File: src/rtl/tmr_ahb_mc.sv
// Multi-channel AHB-Lite timer: per-channel prescaler, periodic / one-shot / capture
// modes, W1C interrupt status gathered into a single masked irq.
module tmr_ahb_mc #(
  parameter int tmr_w = 16,
  parameter int ch_n  = 4
) (
  input  logic            hclk,
  input  logic            hreset,
  input  logic [7:0]      haddr,
  input  logic [31:0]     hwdata,
  output logic [31:0]     hrdata,
  input  logic            hwrite,
  input  logic [1:0]      htrans,
  input  logic [2:0]      hsize,
  input  logic [2:0]      hburst,
  input  logic            hsel,
  output logic            hready,
  output logic [1:0]      hresp,
  output logic            irq,
  input  logic [ch_n-1:0] tmr_in,
  output logic [ch_n-1:0] tmr_out
);

  // Handshake: a transfer is accepted whenever hsel && htrans != IDLE; the slave never
  // stalls (hready=1), so every accepted address phase is followed by exactly one data
  // phase in the next cycle, where writes commit on the closing edge and reads are driven.
  logic            dp_valid;
  logic            dp_write;
  logic [5:0]      dp_addr;
  logic [ch_n-1:0] irq_stat;
  logic [ch_n-1:0] irq_en;
  logic [ch_n-1:0] stat_set;
  logic            wr_en;
  logic            wr_stat;
  logic            wr_ien;
  logic [ch_n-1:0] wr_ctrl;
  logic [ch_n-1:0] wr_cnt;
  logic [ch_n-1:0] wr_cmp;
  logic [31:0]     ch_rd [ch_n];
  logic [31:0]     rd_val;
  logic            unused_bits;

  assign hready      = 1'b1;
  assign hresp       = 2'b00;
  assign unused_bits = ^{hsize, hburst, haddr[1:0], hwdata};

  always_ff @(posedge hclk or posedge hreset) begin
    if (hreset) begin
      dp_valid <= 1'b0;
      dp_write <= 1'b0;
      dp_addr  <= '0;
    end else begin
      dp_valid <= hsel && (htrans != 2'b00);
      dp_write <= hwrite;
      dp_addr  <= haddr[7:2];
    end
  end

  always_comb begin
    wr_en   = dp_valid && dp_write;
    wr_stat = wr_en && (dp_addr == 6'd0);
    wr_ien  = wr_en && (dp_addr == 6'd1);
    for (int k = 0; k < ch_n; k++) begin
      wr_ctrl[k] = wr_en && (dp_addr[5:2] == 4'(k + 1)) && (dp_addr[1:0] == 2'd0);
      wr_cnt[k]  = wr_en && (dp_addr[5:2] == 4'(k + 1)) && (dp_addr[1:0] == 2'd1);
      wr_cmp[k]  = wr_en && (dp_addr[5:2] == 4'(k + 1)) && (dp_addr[1:0] == 2'd2);
    end
  end

  // Hardware set is OR-ed in after the W1C mask so a same-cycle set survives the clear.
  always_ff @(posedge hclk or posedge hreset) begin
    if (hreset) begin
      irq_stat <= '0;
      irq_en   <= '0;
    end else begin
      irq_stat <= (irq_stat & ~(wr_stat ? hwdata[ch_n-1:0] : '0)) | stat_set;
      if (wr_ien) irq_en <= hwdata[ch_n-1:0];
    end
  end

  assign irq = |(irq_stat & irq_en);

  for (genvar k = 0; k < ch_n; k++) begin : g_ch
    logic             en;
    logic [1:0]       mode;
    logic [7:0]       psc;
    logic [7:0]       pre;
    logic [tmr_w-1:0] cnt;
    logic [tmr_w-1:0] cmp;
    logic [tmr_w-1:0] cap;
    logic [2:0]       sync;
    logic             edge_r;
    logic             out;
    logic             tick;
    logic             hit;
    logic             match;
    logic             cap_evt;

    always_comb begin
      tick    = en && (pre == psc);
      hit     = tick && (mode != 2'b11) && !wr_cnt[k] && (cnt == cmp);
      match   = hit && (mode[1] == 1'b0);
      cap_evt = edge_r && en && (mode == 2'b10);
    end

    always_ff @(posedge hclk or posedge hreset) begin
      if (hreset) begin
        en     <= 1'b0;
        mode   <= 2'b00;
        psc    <= '0;
        pre    <= '0;
        cnt    <= '0;
        cmp    <= '0;
        cap    <= '0;
        sync   <= '0;
        edge_r <= 1'b0;
        out    <= 1'b0;
      end else begin
        if (!en || tick) pre <= '0;
        else             pre <= pre + 8'd1;
        // A bus write to CNT takes precedence and swallows any tick in the same cycle.
        if (wr_cnt[k])
          cnt <= hwdata[tmr_w-1:0];
        else if (tick && (mode != 2'b11))
          cnt <= (cnt == cmp) ? '0 : cnt + tmr_w'(1);
        if (wr_cmp[k]) cmp <= hwdata[tmr_w-1:0];
        // sync[1:0] is the synchroniser, sync[2] the previous sample for edge detection.
        sync   <= {sync[1:0], tmr_in[k]};
        edge_r <= sync[1] & ~sync[2];
        if (cap_evt) cap <= cnt;
        if (wr_ctrl[k]) begin
          en   <= hwdata[0];
          mode <= hwdata[2:1];
          psc  <= hwdata[15:8];
        end else if (match && (mode == 2'b01)) begin
          en <= 1'b0;
        end
        if (wr_ctrl[k] && (mode == 2'b01))      out <= 1'b0;
        else if (match && (mode == 2'b00))      out <= ~out;
        else if (match && (mode == 2'b01))      out <= 1'b1;
      end
    end

    assign stat_set[k] = match || cap_evt;
    assign tmr_out[k]  = out;
    assign ch_rd[k]    = (dp_addr[1:0] == 2'd0) ? {16'b0, psc, 5'b0, mode, en} :
                         (dp_addr[1:0] == 2'd1) ? 32'(cnt) :
                         (dp_addr[1:0] == 2'd2) ? 32'(cmp) : 32'(cap);
  end

  always_comb begin
    rd_val = '0;
    if (dp_addr == 6'd0) rd_val = 32'(irq_stat);
    if (dp_addr == 6'd1) rd_val = 32'(irq_en);
    for (int k = 0; k < ch_n; k++) begin
      if (dp_addr[5:2] == 4'(k + 1)) rd_val = ch_rd[k];
    end
  end

  assign hrdata = (dp_valid && !dp_write) ? rd_val : 32'd0;

endmodule

File: config.mk
export PLATFORM = sky130hd
export DESIGN_NAME = tmr_ahb_mc
export DESIGN_NICKNAME = d
export VERILOG_FILES = /design/src/rtl/tmr_ahb_mc.sv
export SDC_FILE = /design/constraint.sdc
export NUM_CORES = 1
export LEC_CHECK = 0
export BUFFER_PORTS_ARGS = -buffer_cell sky130_fd_sc_hd__buf_2
export CORE_ASPECT_RATIO = 0.8
export CORE_MARGIN = 5
export CORE_UTILIZATION = 38
export DETAILED_ROUTE_END_ITERATION = 7
export HOLD_SLACK_MARGIN = 0.15
export PLACE_DENSITY = 0.58
export SETUP_SLACK_MARGIN = 0.05
export SYNTH_ARGS = -nofsm -noshare
export SYNTH_HDL_FRONTEND = slang
export SYNTH_SLANG_ARGS = --single-unit
File: constraint.sdc
create_clock -name hclk -period 9.8 [get_ports hclk]
set_input_delay 1.47 -clock hclk [delete_from_list [all_inputs] [get_ports hclk]]
set_output_delay 1.47 -clock hclk [all_outputs]
set_load 0.01 [all_outputs]
==> results.toml, run 1 <==
[power]
fin_total_pwr_mw = 3.38
p_per_area_nw_per_um2 = 183
leakage_nw = 7.78
ir_drop_uv = 125

[place]
dp_cells = 2143
gp_congestion = 0.884
place_area_sq_um = 17300
dp_hpwl_um = 33900
port_buffers = 52

[die]
die_y_um = 198
initial_core_util_pct = 38.6
die_w_um = 244
dieArea_sq_um = 48300
rows = 68
core_area_sq_um = 43300
boundaryPins = 96

[sta]
slew_viol_final = 0
slew_headroom_pct = 23.0
fin_crit_sh_pct = 58.5
tns_ns = 0
finalSetupViolCount = 0
min_period_ns = 5.74
rsz0062_at_grt = "false"
fmax_mhz = 174
finalHoldViolCount = 0
clock-skew-final_ns = 0.0139
holdWs_ns = 0.346
tightest_slew_ns = 1.15

[logic_synthesis]
synth_warnings = 0
synth_edf_count = 0
postSynthCellCount = 1633
synth_mux_area_share_pct = 15.4
post_synth_fa_ha_maj_area_fraction_pct = 0.599
synthFlopType = "dfrtp_1"
seq_area_frac_synth_pct = 45.6
synth-seq-cells = 304
synth_compound_area_share_pct = 11.6
synth_xor_area_share_pct = 6.40
async_reset_ff_share_pct = 100
syn_area_sq_um = 16700
synth_top_family_by_area = "simple AND/OR/NAND/NOR gates"
synth.distinct_cells = 72
synth-simple-area-share_pct = 16.0
post_synth.cell_area_avg_sq_um = 10.2

[worst_setup_path]
path_class = "reg -> out"
slowest_delay_ns = 0.91
crit_buf_inv = 3
crit_path_end_kind = "output port"
worstPathArrival_ns = 4.27
cp_max_fo = 30
start_kind = "flip-flop"
crit_path_top_delay_cell = "nor2_1"
required_ns = 8.33
worstPathCellList = "buf_4 > nor2b_2 > buf_4 > nor2_1 > nand2_1 > a21oi_1 > o2111ai_1 > a21oi_1 > buf_2"
path_delay_family = "simple AND/OR/NAND/NOR gates"

[final_layout]
drive_gt1_share_pct = 21.0
instances_no_fill = 2202
final_area_sq_um = 18400
antennaDiodeCount = 0
syn2layout_area_growth_pct = 10.3
fin_nets = 1683
mostFrequentLayoutCells = "302 x dfrtp_1, 176 x nand2_1, 163 x mux2_2"
mostFrequentLayoutCell = "dfrtp_1"

[outcome]
status = "finished clean"

[clock_tree]
clkTransAtPathRegs_ns = 0.06
postCtsSetupBuffers = 0
post_cts_resize_count = 0
cts-root-buf = "clkbuf_16"
cts_buffers = 34
clock_latency_ns = 0.53
h-tree-depth = 2
tritoncts = "done"
max-clock-path-buffers = 3
cts.sinks = 304
hold_buffers = 0

[route]
postRouteAntennaNets = 0
drc = 0
drtIter0Drc = 1282
dr.pass1.iters = 5
via_per_inst = 5.87
wl_per_cell_um = 23.0
routed_wl_um = 50700
num_vias = 12900

[worst_hold_path]
hp-class = "reg -> reg"

[run]
cap_violations = 0

[grt]
grt.overflow.total = 0
grt_pass1_vias = 12500
grt_first_pass_wirelength_um = 78200
antenna_found_initial = 5
track_usage_pct = 20.7
grt_start_max_net_pins = 165
-- logic make-up (layout without fill, tap and decap cells) --
| group | Yosys count | count (layout) |
|---|---|---|
| flops | 304 | 304 |
| xor+xnor | 122 | 122 |
| buf+inv | 157 | 149 |
| compound gates | 300 | 300 |
| simple gates | 539 | 539 |
| other cells | 2 | 19 |
| fa+ha+maj | 8 | 8 |
| mux | 201 | 201 |
-- where the power goes --
group	switching, mW	internal (mW)	total, mW	leakage (nW)
Clock	0.530	0.803	1.33	0.566
Sequential	0.155	1.39	1.55	3.70
Combinational	0.262	0.235	0.497	3.51
-- final timing paths --
check                                           from                        end  slack, ns  cells past startpoint
max                             dp_addr[1]$_DFF_PP0_                  hrdata[5]       4.06                      9
min                        g_ch[1].sync[0]$_DFF_PP0_  g_ch[1].sync[1]$_DFF_PP0_       0.35                      0
max reg2reg                     dp_addr[0]$_DFF_PP0_     g_ch[0].en$_DFFE_PP0P_       6.41                      7
min reg2reg                g_ch[1].sync[0]$_DFF_PP0_  g_ch[1].sync[1]$_DFF_PP0_       0.35                      0
max in group asynchronous                     hreset       dp_addr[1]$_DFF_PP0_       6.79                      4
min in group asynchronous                     hreset  g_ch[2].sync[1]$_DFF_PP0_       1.17                      2
-- stage by stage --
step | setup WS [ns] | util, %
after floorplan | 4.29 | -
after global placement | 4.82 | 39.9
after detailed placement | 4.79 | 39.9
after CTS | 4.22 | 42.5
after global routing | 3.98 | 42.5
final | 4.06 | 42.5
-- flip-flops by register name, indices dropped and copies added (netlist names), 6 cells and up --
register and cells:
g_ch.cap 64, g_ch.cmp 64, g_ch.cnt 64, g_ch.pre 32, g_ch.psc 32, g_ch.sync 12
g_ch.mode 8, dp_addr 6
-- synthesized netlist by cell type (17+ instances only) --
cell type | count | area, sq um
dfrtp_1 | 304 | 7610
nand2_1 | 176 | 661
mux2_2 | 163 | 1840
nor2_1 | 127 | 477
clkbuf_1 | 79 | 297
a21oi_1 | 75 | 375
xor2_1 | 66 | 578
o21ai_0 | 63 | 315
xnor2_1 | 56 | 490
nand3_1 | 49 | 245
buf_2 | 37 | 185
nor3_1 | 34 | 170
a22oi_1 | 31 | 233
and3_1 | 29 | 181
mux4_2 | 29 | 653
a31oi_1 | 28 | 175
nand4_1 | 28 | 175
buf_4 | 23 | 173
a221oi_1 | 22 | 193
nor2b_1 | 18 | 113
nor4_1 | 17 | 106
-- final cells by class --
cell class / count / area (sq um)
Clock buffer: 49 / 1020
Clock inverter: 10 / 128
Fill cell: 4124 / 24900
Inverter: 14 / 56.3
Multi-Input combinational cell: 1189 / 8450
Sequential cell: 304 / 7610
Tap cell: 560 / 701
Timing Repair Buffer: 76 / 453
-- per-layer routing --
layer / share of wire, % / track usage [%] / up-vias
li1: - / - / 5814
met1: 47 / 31.5 / 6562
met2: 43 / 30.0 / 487
met3: 8.3 / 4.40 / 72
met4: 2.4 / 5.51 / 0
met5: 0 / 0 / -
(Power assumes the default switching activity.)
==> inputs of run 2 (changes only) <==
Clock period 9.8 ns to 4.6 ns, I/O delays scaled along.
==> run 2 against run 1 <==
Against the previous run:
- sequential share of layout area fell by 0.38 points
- first-iteration DRC count rose by 3.6%
- non-clock buffer count rose by 9
- sequential power rose by 110%
- power rose by 120%
- register-to-register slack got worse by 5.0 ns
- core utilization rose by 0.39 points
- critical path type unchanged
- critical endpoint is now hrdata[3]
- largest cell class unchanged
- largest power group unchanged
==> results.toml, run 2 (same netlist as run 1, synthesis figures left out) <==
[final_layout]
fin_nets = 1692
antennaDiodeCount = 0
mostFrequentLayoutCells = "302 x dfrtp_1, 176 x nand2_1, 163 x mux2_2"
final_area_sq_um = 18600
drive_gt1_share_pct = 21.6
final_util_pct = 42.9
reg.largest.list = "g_ch.cap (64), g_ch.cmp (64), g_ch.cnt (64)"
mostFrequentLayoutCell = "dfrtp_1"
instances_no_fill = 2212
syn2layout_area_growth_pct = 11.3

[route]
num_vias = 13000
drc = 0
dr.pass1.iters = 6
routed_wl_um = 51700
via_per_inst = 5.89
postRouteAntennaNets = 0
wl_per_cell_um = 23.4
drtIter0Drc = 1328

[grt]
grt_pass1_vias = 12800
grt_start_max_net_pins = 133
grt.overflow.total = 0
antenna_found_initial = 2
grt_first_pass_wirelength_um = 80100
track_usage_pct = 21.2

[sta]
min_period_ns = 4.19
clock-skew-final_ns = 0.0115
finalSetupViolCount = 0
fin_crit_sh_pct = 91.0
fmax_mhz = 239
rsz0062_at_grt = "false"
slew_viol_final = 0
slew_headroom_pct = 21.2
finalHoldViolCount = 0
tightest_slew_ns = 1.18

[power]
leakage_nw = 7.87
ir_drop_uv = 261
p_per_area_nw_per_um2 = 399

[worst_setup_path]
slowest_delay_ns = 0.85
crit_path_end_kind = "output port"
path_class = "reg -> out"
cp_max_fo = 29
crit_buf_inv = 2
worstPathArrival_ns = 3.50
crit_path_top_delay_cell = "dfrtp_2"
start_kind = "flip-flop"
path_delay_family = "compound AO/OA/AOI/OAI gates"
worstPathCellList = "nor2b_2 > buf_4 > a221oi_1 > a21oi_1 > a2111oi_0 > nor3_1 > buf_2"
required_ns = 3.91
r2r_slack_ns = 1.40

[clock_tree]
post_cts_resize_count = 0
h-tree-depth = 2
cts-root-buf = "clkbuf_16"
postCtsSetupBuffers = 0
clkTransAtPathRegs_ns = 0.07
cts_buffers = 34
max-clock-path-buffers = 3
clock_latency_ns = 0.52
hold_buffers = 0
tritoncts = "done"
cts.sinks = 304

[outcome]
status = "finished clean"

[place]
port_buffers = 52
dp_cells = 2152
place_area_sq_um = 17300
gp_congestion = 0.947
dp_hpwl_um = 34800

[die]
rows = 68
initial_core_util_pct = 38.6
boundaryPins = 96
die_w_um = 244
dieArea_sq_um = 48300
die_y_um = 198
core_area_sq_um = 43300

[run]
cap_violations = 0

[worst_hold_path]
hp-class = "in -> reg"
run 2: final timing paths:
| path | start | endpoint | cells after the start |
|---|---|---|---|
| worst min register to register | g_ch[3].sync[0]$_DFF_PP0_ | g_ch[3].sync[1]$_DFF_PP0_ | 0 |
| min in group asynchronous | hreset | g_ch[2].sync[0]$_DFF_PP0_ | 3 |
| max in group asynchronous | hreset | irq_en[3]$_DFFE_PP0P_ | 3 |
| worst max register to register | dp_addr[1]$_DFF_PP0_ | g_ch[0].en$_DFFE_PP0P_ | 7 |
| worst max-delay path | dp_addr[0]$_DFF_PP0_ | hrdata[3] | 7 |
| worst min-delay path | hwrite | dp_write$_DFF_PP0_ | 1 |
run 2: final cells by class:
type,instances,area [sq um]
tap,560,701
timing repair buffer,85,533
clock inverter,12,210
sequential,304,7610
clock buffer,48,1030
inverter,14,56.3
multi-input combinational,1189,8450
fill,4109,24700
run 2: per-stage QoR:
| stage | power, mW | hold slack [ns] | setup TNS, ns | setup slack [ns] |
|---|---|---|---|---|
| after CTS | 7.45 | 0.249 | 0 | 0.519 |
| final | 7.41 | 0.269 | 0 | 0.412 |
| after floorplan | 4.05 | 0.331 | -40.43 | -0.133 |
| after global placement | 4.36 | 0.334 | 0 | 1.16 |
| after global routing | 7.72 | 0.252 | 0 | 0.337 |
| after detailed placement | 4.40 | 0.338 | 0 | 1.12 |
run 2: metal layers:
layer | global-route usage [%] | part of all wire, %
met5 | 0 | 0
met4 | 4.83 | 2.0
met3 | 5.07 | 8.5
met2 | 31.5 | 43
met1 | 31.6 | 46
run 2: power by group:
part | internal, mW | switching, mW | total [mW]
clock | 1.89 | 1.15 | 3.04
combinational | 0.508 | 0.561 | 1.07
sequential | 2.96 | 0.337 | 3.30
==> inputs of run 3 (changes only) <==
Settings changed: RECOVER_POWER set to 100.
==> run 3 against run 2 <==
Against the previous run:
- the run now ends with capacitance limit, slew limit left
- non-clock buffer count is the same
- combinational power is essentially flat
- critical path depth is the same
- critical endpoint unchanged
- sequential share of layout area grew 0.33 points
- global-route usage is the same
- core utilization shrank 0.35 points
- clock skew grew 0.0019 ns
- maximum frequency shrank 3.4%
- sequential power is essentially flat
- first-iteration DRC count grew 5.7%
- setup slack lost 0.15 ns
==> results.toml, run 3 (same netlist as run 1, synthesis figures left out) <==
[power]
p_per_area_nw_per_um2 = 402
leakage_nw = 7.74
ir_drop_uv = 261

[sta]
clock-skew-final_ns = 0.0134
finalSetupViolCount = 0
min_period_ns = 4.33
slew_headroom_pct = -130
rsz0062_at_grt = "false"
fmax_mhz = 231
slew_viol_final = 176
finalHoldViolCount = 0
tightest_slew_ns = 3.45
fin_crit_sh_pct = 94.2

[die]
rows = 68
die_w_um = 244
die_y_um = 198
initial_core_util_pct = 38.6
core_area_sq_um = 43300
boundaryPins = 96
dieArea_sq_um = 48300

[grt]
grt_first_pass_wirelength_um = 80100
grt.overflow.total = 0
antenna_found_initial = 2
grt_pass1_vias = 12800
track_usage_pct = 21.2
grt_start_max_net_pins = 133

[place]
port_buffers = 52
dp_hpwl_um = 34800
dp_cells = 2152
gp_congestion = 0.947
place_area_sq_um = 17300

[route]
routed_wl_um = 51700
postRouteAntennaNets = 0
drtIter0Drc = 1404
drc = 0
wl_per_cell_um = 23.4
dr.pass1.iters = 5
via_per_inst = 5.89
num_vias = 13000

[final_layout]
instances_no_fill = 2212
reg.largest.list = "g_ch.cap (64), g_ch.cmp (64), g_ch.cnt (64)"
final_area_sq_um = 18400
fin_nets = 1692
fill_cells = 4133
final_util_pct = 42.6
drive_gt1_share_pct = 19.1
antennaDiodeCount = 0
syn2layout_area_growth_pct = 10.4
register_area_sq_um = 7610
multi_input_area_sq_um = 8380
mostFrequentLayoutCell = "dfrtp_1"
mostFrequentLayoutCells = "303 x dfrtp_1, 176 x nand2_1, 163 x mux2_2"

[clock_tree]
tritoncts = "done"
clock_latency_ns = 0.53
postCtsSetupBuffers = 0
clkTransAtPathRegs_ns = 0.07
cts-root-buf = "clkbuf_16"
h-tree-depth = 2
hold_buffers = 0
post_cts_resize_count = 0
cts_buffers = 34
max-clock-path-buffers = 3
cts.sinks = 304

[worst_setup_path]
required_ns = 3.91
r2r_slack_ns = 0.71
cp_max_fo = 16
crit_path_top_delay_cell = "dfrtp_1"
slowest_delay_ns = 0.91
start_kind = "flip-flop"
worstPathArrival_ns = 3.64
crit_path_end_kind = "output port"
worstPathCellList = "buf_4 > mux2_2 > a22oi_1 > a21oi_1 > a2111oi_0 > nor3_1 > clkbuf_1"
path_class = "reg -> out"

[worst_hold_path]
hp-class = "in -> reg"

[outcome]
status = "complete, but fails checks"
violations = "capacitance limit, slew limit"

[run]
cap_violations = 2
==> run 3: changes by cell type in the layout (fill, tap and decap cells not counted), sizes merged <==
cell / previous run / this run
buf: 85 / 53
clkbuf: 48 / 80
==> run 3: per-stage QoR <==
stage / hold slack, ns / setup WS (ns) / TNS [ns] / total power [mW]
2_1_floorplan: 0.331 / -0.133 / -40.43 / 4.05
3_3_place_gp: 0.334 / 1.16 / 0 / 4.36
3_5_place_dp: 0.338 / 1.12 / 0 / 4.40
4_1_cts: 0.249 / 0.519 / 0 / 7.45
5_1_grt: 0.252 / 0.184 / 0 / 7.71
6_report: 0.268 / 0.267 / 0 / 7.41
==> run 3: worst paths after layout <==
check | from | to | cells after the start
max | dp_addr[1]$_DFF_PP0_ | hrdata[3] | 7
min | tmr_in[2] | g_ch[2].sync[0]$_DFF_PP0_ | 1
max reg2reg | g_ch[2].pre[5]$_DFF_PP0_ | g_ch[2].en$_DFFE_PP0P_ | 6
min reg2reg | g_ch[3].sync[0]$_DFF_PP0_ | g_ch[3].sync[1]$_DFF_PP0_ | 0
max in group asynchronous | hreset | g_ch[0].mode[1]$_DFFE_PP0P_ | 3
min in group asynchronous | hreset | g_ch[2].sync[0]$_DFF_PP0_ | 3
==> run 3: worst max-delay path, delay by kind of cell (launching register included) <==
kind	cells	cell delay, ns
buffers and inverters	2	0.59
multiplexers	1	0.36
flip-flops	1	0.91
AND/OR/NAND/NOR	1	0.15
AO/OA/AOI/OAI	3	1.09
==> run 3: area by class of cell <==
| class | count | area share (%) |
|---|---|---|
| inverter | 14 | 0.292 |
| timing repair buffer | 85 | 2.44 |
| clock inverter | 12 | 1.14 |
| sequential | 304 | 41.3 |
| multi-input combinational | 1189 | 45.5 |
| tap | 560 | 3.80 |
| clock buffer | 48 | 5.57 |
==> run 3: metal layers <==
layer	part of all wire, %	vias up	wire (um)	GRT usage, %
li1	-	5841	-	-
met1	46	6649	23900	31.6
met2	43	462	22300	31.5
met3	8.2	83	4230	5.07
met4	2.4	0	1230	4.83
met5	0	-	0	0
==> run 3: report_power, final <==
group / switching [mW] / internal (mW)
clock network: 1.15 / 1.89
registers: 0.335 / 2.96
logic: 0.559 / 0.502
total: 2.05 / 5.36
